===== config.mk =====
export PLATFORM = sky130hd
export DESIGN_NAME = uart_host_tx
export DESIGN_NICKNAME = d
export VERILOG_FILES = /design/src/rtl/uart_host_tx.sv
export SDC_FILE = /design/constraint.sdc
export NUM_CORES = 1
export LEC_CHECK = 0
export ABC_AREA = 1
export CORE_ASPECT_RATIO = 0.5
export CORE_MARGIN = 2
export CORE_UTILIZATION = 50
export DETAILED_ROUTE_END_ITERATION = 10
export HOLD_SLACK_MARGIN = 0.08
export MAX_ROUTING_LAYER = met4
export PLACE_DENSITY = 0.71
export SLEW_MARGIN = 20
export SYNTH_ARGS = -nofsm -noshare
export SYNTH_HDL_FRONTEND = slang
export SYNTH_SLANG_ARGS = --single-unit

===== constraint.sdc =====
create_clock -name CLK -period 6.1 [get_ports CLK]
set_input_delay 1.22 -clock CLK [delete_from_list [all_inputs] [get_ports CLK]]
set_output_delay 1.22 -clock CLK [all_outputs]
set_load 0.03 [all_outputs]

===== src/rtl/uart_host_tx.sv =====
// Host-side 8N1 UART transmitter: sends an autobaud preamble after reset or on request,
// then streams bytes popped from a synchronous read FIFO at a programmable clocks-per-bit rate.
module uart_host_tx #(
    parameter int          CPB_WIDTH = 12,
    parameter logic [7:0]  SYNC_CHAR = 8'h55
) (
    input  logic                 CLK,
    input  logic                 RESETn,
    input  logic [CPB_WIDTH-1:0] CPB,
    output logic                 TX_PIN,
    input  logic [7:0]           RDDATA,
    output logic                 RDEN,
    input  logic                 RDEMPTY,
    input  logic                 RESYNC,
    output logic                 BUSY,
    output logic                 SYNC_DONE
);

    typedef enum logic [2:0] {
        IDLE  = 3'd0,
        LOAD  = 3'd1,
        START = 3'd2,
        DATA  = 3'd3,
        STOP  = 3'd4
    } state_t;

    state_t               state, state_next;
    logic                 sync_pending, sync_pending_next;
    logic                 is_sync, is_sync_next;
    logic                 sync_done, sync_done_next;
    logic [CPB_WIDTH-1:0] timer, timer_next;
    logic [CPB_WIDTH-1:0] cpb_lat;
    logic [2:0]           bit_cnt, bit_cnt_next;
    logic [7:0]           shreg, shreg_next;
    logic                 tx_next;
    logic                 rden;
    logic                 pend_eff;
    logic                 absorb;
    logic                 bit_end;

    // Divisors below 2 cannot produce a distinguishable bit, so they are clamped.
    function automatic logic [CPB_WIDTH-1:0] clamp_cpb(input logic [CPB_WIDTH-1:0] c);
        return (c < CPB_WIDTH'(2)) ? CPB_WIDTH'(2) : c;
    endfunction

    // A request arriving before the preamble's first data bit is satisfied by that preamble.
    assign absorb   = is_sync && (state == LOAD || state == START);
    assign pend_eff = sync_pending | RESYNC;
    assign bit_end  = (timer == '0);

    always_comb begin
        state_next        = state;
        sync_pending_next = sync_pending | (RESYNC & ~absorb);
        is_sync_next      = is_sync;
        sync_done_next    = sync_done;
        timer_next        = timer;
        bit_cnt_next      = bit_cnt;
        shreg_next        = shreg;
        rden              = 1'b0;

        case (state)
            IDLE: begin
                if (pend_eff) begin
                    state_next        = LOAD;
                    is_sync_next      = 1'b1;
                    shreg_next        = SYNC_CHAR;
                    sync_pending_next = 1'b0;
                end else if (!RDEMPTY) begin
                    rden         = 1'b1;
                    state_next   = LOAD;
                    is_sync_next = 1'b0;
                end
            end
            LOAD: begin
                state_next = START;
                timer_next = clamp_cpb(CPB) - CPB_WIDTH'(1);
                if (!is_sync)
                    shreg_next = RDDATA;
            end
            START: begin
                if (bit_end) begin
                    state_next   = DATA;
                    timer_next   = cpb_lat - CPB_WIDTH'(1);
                    bit_cnt_next = 3'd0;
                end else begin
                    timer_next = timer - CPB_WIDTH'(1);
                end
            end
            DATA: begin
                if (bit_end) begin
                    timer_next = cpb_lat - CPB_WIDTH'(1);
                    if (bit_cnt == 3'd7) begin
                        state_next = STOP;
                    end else begin
                        bit_cnt_next = bit_cnt + 3'd1;
                        shreg_next   = shreg >> 1;
                    end
                end else begin
                    timer_next = timer - CPB_WIDTH'(1);
                end
            end
            STOP: begin
                if (bit_end) begin
                    state_next = IDLE;
                    if (is_sync)
                        sync_done_next = 1'b1;
                end else begin
                    timer_next = timer - CPB_WIDTH'(1);
                end
            end
            default: state_next = IDLE;
        endcase

        // Line level is registered from the upcoming state so it changes on the bit boundary edge.
        case (state_next)
            START:   tx_next = 1'b0;
            DATA:    tx_next = shreg_next[0];
            default: tx_next = 1'b1;
        endcase
    end

    // Control registers
    always_ff @(posedge CLK or negedge RESETn) begin
        if (!RESETn) begin
            state        <= IDLE;
            sync_pending <= 1'b1;
            is_sync      <= 1'b0;
            sync_done    <= 1'b0;
            timer        <= '0;
            bit_cnt      <= 3'd0;
            TX_PIN       <= 1'b1;
        end else begin
            state        <= state_next;
            sync_pending <= sync_pending_next;
            is_sync      <= is_sync_next;
            sync_done    <= sync_done_next;
            timer        <= timer_next;
            bit_cnt      <= bit_cnt_next;
            TX_PIN       <= tx_next;
        end
    end

    // Datapath registers
    always_ff @(posedge CLK) begin
        shreg <= shreg_next;
        if (state == LOAD)
            cpb_lat <= clamp_cpb(CPB);
    end

    assign RDEN      = rden;
    assign BUSY      = (state != IDLE);
    assign SYNC_DONE = sync_done;

endmodule


==> flow_summary.toml <==
[setup_path]
crit_slowest_cell = "clkdlybuf4s50_1"
cp_data_required_time_ns = 4.88
r2r_slack_ns = 3.51
crit_chain = "clkdlybuf4s50_1 > nor2_1 > inv_1 > nor3_1 > clkdlybuf4s50_1"
arrival_ns = 2.85
start_kind = "input pin"
path_common_cell = "clkdlybuf4s50_1"
critPathCaptureType = "output pin"
critPathMaxFanout = 5
critPathKind = "in -> out"
cpPeakStageDelay_ns = 0.69

[cells_and_area]
final_net_count = 433
final_common_cell = "nand2_1"
final_cell_mix = "nand2_1, inv_1, nor2_1"
area_delta_synth_final_pct = 15.8
antenna_cells = 0
drive_above_1_share = 0.101
n_fill_cell = 517
final_core_util = 0.602

[placed_design]
hpwl_mm = 5.24
io_buffers = 27
place_congestion = 0.866
dp_slack_ns = 2.04

[floorplan]
die_height_um = 57.5
io_pins = 28
core_area_mm2 = 0.00552
die_area_mm2 = 0.00639
initial_core_util = 0.520
die_x_um = 111
rows = 19

[pwr]
switching_share = 0.445
power.internal_w = 0.000831
seq_power_share = 0.348
power.share.clock = 0.179
p_comb_frac = 0.473
ir_worst_vdd_mv = 0.224
power_w = 0.00150
power_density_mw_per_mm2 = 451
p_leak_nw = 1.52
p_sw_w = 0.000666

[global_route]
grt_pass1_wl_mm = 11.2
grt_max_degree = 23
antenna_found_initial = 0
grtUsageTotal = 0.229
grt_overflow = 0
first_global_vias = 2371

[run]
drv_cap = 0

[hold_path]
hold_class = "reg -> reg"

[clocking]
clk_root_buffer_cell = "clkbuf_16"
cts_tree = "yes"
cts.sinks = 42
h-tree-depth = 2
hold_buffers = 0
clk_pin_slew_ns = 0.06
max-clock-path-buffers = 2
cts_made_buffers = 5
ctsResizeCount = 0
clock_latency_ns = 0.29
postCtsSetupRepairBufs = 0

[routing]
wl_per_cell_um = 14.2
dr.pass1.iters = 5
ant_nets = 0
drt_iter0_drc = 177
drcViolationCount = 0
totalWireLength_mm = 6.79
via_per_inst = 5.43
vias = 2588

[sta]
tightestPinTransition_ns = 0.650
hold_viol = 0
fin_ws_ns = 2.03
setup_tns_ns = 0
setup_viol = 0
rsz0062_at_grt = "false"
min_period_ns = 4.07
slew_headroom = 0.567
skew_ns = 0.00465
drv_slew = 0
holdWs_ns = 0.472
clock.fmax_mhz = 246
fin_crit_sh = 0.667

[synth]
ys_ff_latch = 42
synth-seq-area-share = 0.399
syn_nets = 410
syn_avg_cell_area_um2 = 7.54
synth_warnings = 0
synthesis.area_mm2 = 0.00287
synthCells = 380
ys_types = 41

[status]
status = "finished clean"
==> power groups by stage <==
stage | Sequential, W | Combinational (W) | Clock [W]
6_report | 0.000521 | 0.000708 | 0.000268
5_1_grt | 0.000534 | 0.000790 | 0.000282
4_1_cts | 0.000521 | 0.000703 | 0.000270
3_5_place_dp | 0.000526 | 0.000696 | 0
3_3_place_gp | 0.000523 | 0.000681 | 0
2_1_floorplan | 0.000511 | 0.000533 | 0
==> final cells by class <==
type | instances | area (um2) | area share
clock buffers | 5 | 125 | 0.0377
flip-flops and latches | 42 | 1140 | 0.345
repair buffers | 27 | 265 | 0.0799
multi-input cells | 270 | 1450 | 0.438
clock inverters | 3 | 20.0 | 0.00603
well taps | 73 | 91.3 | 0.0275
inverters | 57 | 219 | 0.0660
==> synthesized netlist by cell type, drive strengths merged <==
master | count | area share
a211oi | 1 | 0.0026
a21o | 1 | 0.0026
a21oi | 14 | 0.024
a22o | 4 | 0.012
a22oi | 2 | 0.0052
a31o | 1 | 0.0031
a31oi | 1 | 0.0022
and3 | 1 | 0.0022
buf | 1 | 0.0039
clkbuf | 10 | 0.013
dfrtp | 20 | 0.17
dfstp | 2 | 0.018
dfxtp | 1 | 0.0070
edfxtp | 19 | 0.20
ha | 6 | 0.026
inv | 57 | 0.076
mux2 | 1 | 0.0039
nand2 | 88 | 0.13
nand3 | 29 | 0.059
nand3b | 1 | 0.0026
nand4 | 5 | 0.011
nor2 | 58 | 0.085
nor3 | 6 | 0.020
o211ai | 3 | 0.0079
o21ai | 23 | 0.040
o221ai | 1 | 0.0031
o22ai | 3 | 0.0066
or2 | 3 | 0.0066
xnor2 | 5 | 0.015
xor2 | 13 | 0.040
==> metal layers <==
layer  track usage  wire length [um]  share of wire
met1         0.314              3250           0.48
met2         0.354              3010           0.44
met3        0.0414               435          0.064
met4        0.0670                95          0.014
met5             -                 0              0
==> registers in the layout, summed over array words and instances, names as in the netlist <==
name / count
SYNC_DONE: 1
TX_PIN: 1
bit_cnt: 3
cpb_lat: 12
is_sync: 1
shreg: 8
state: 3
sync_pending: 1
timer: 12
==> worst max-delay path, delay by kind of cell <==
family / cells / cell delay [ns]
buffers and inverters: 3 / 1.20
AND/OR/NAND/NOR: 2 / 0.42
==> stage by stage <==
stage / instances / area (um2)
floorplan: 380 / 2870
global placement: 469 / 3180
detailed placement: 469 / 3180
CTS: 477 / 3320
global route: 477 / 3320
finish: 477 / 3320
==> path summary, 6_finish.rpt <==
path / start / cells past startpoint / to
max: RESYNC / 5 / RDEN
max in group asynchronous: RESETn / 1 / sync_pending
min reg2reg: SYNC_DONE / 1 / SYNC_DONE
min: SYNC_DONE / 1 / SYNC_DONE
max reg2reg: timer[0] / 8 / shreg[7]
min in group asynchronous: RESETn / 1 / timer[4]
==> logic make-up after synthesis <==
family          Yosys count  synth area share
fa+ha+maj                 6            0.0262
compound gates           54             0.110
flops                    42             0.399
mux                       1           0.00393
xor+xnor                 18            0.0550
simple gates            191             0.312
buf+inv                  68            0.0935
Note: power is estimated with default switching activity, not from simulation.
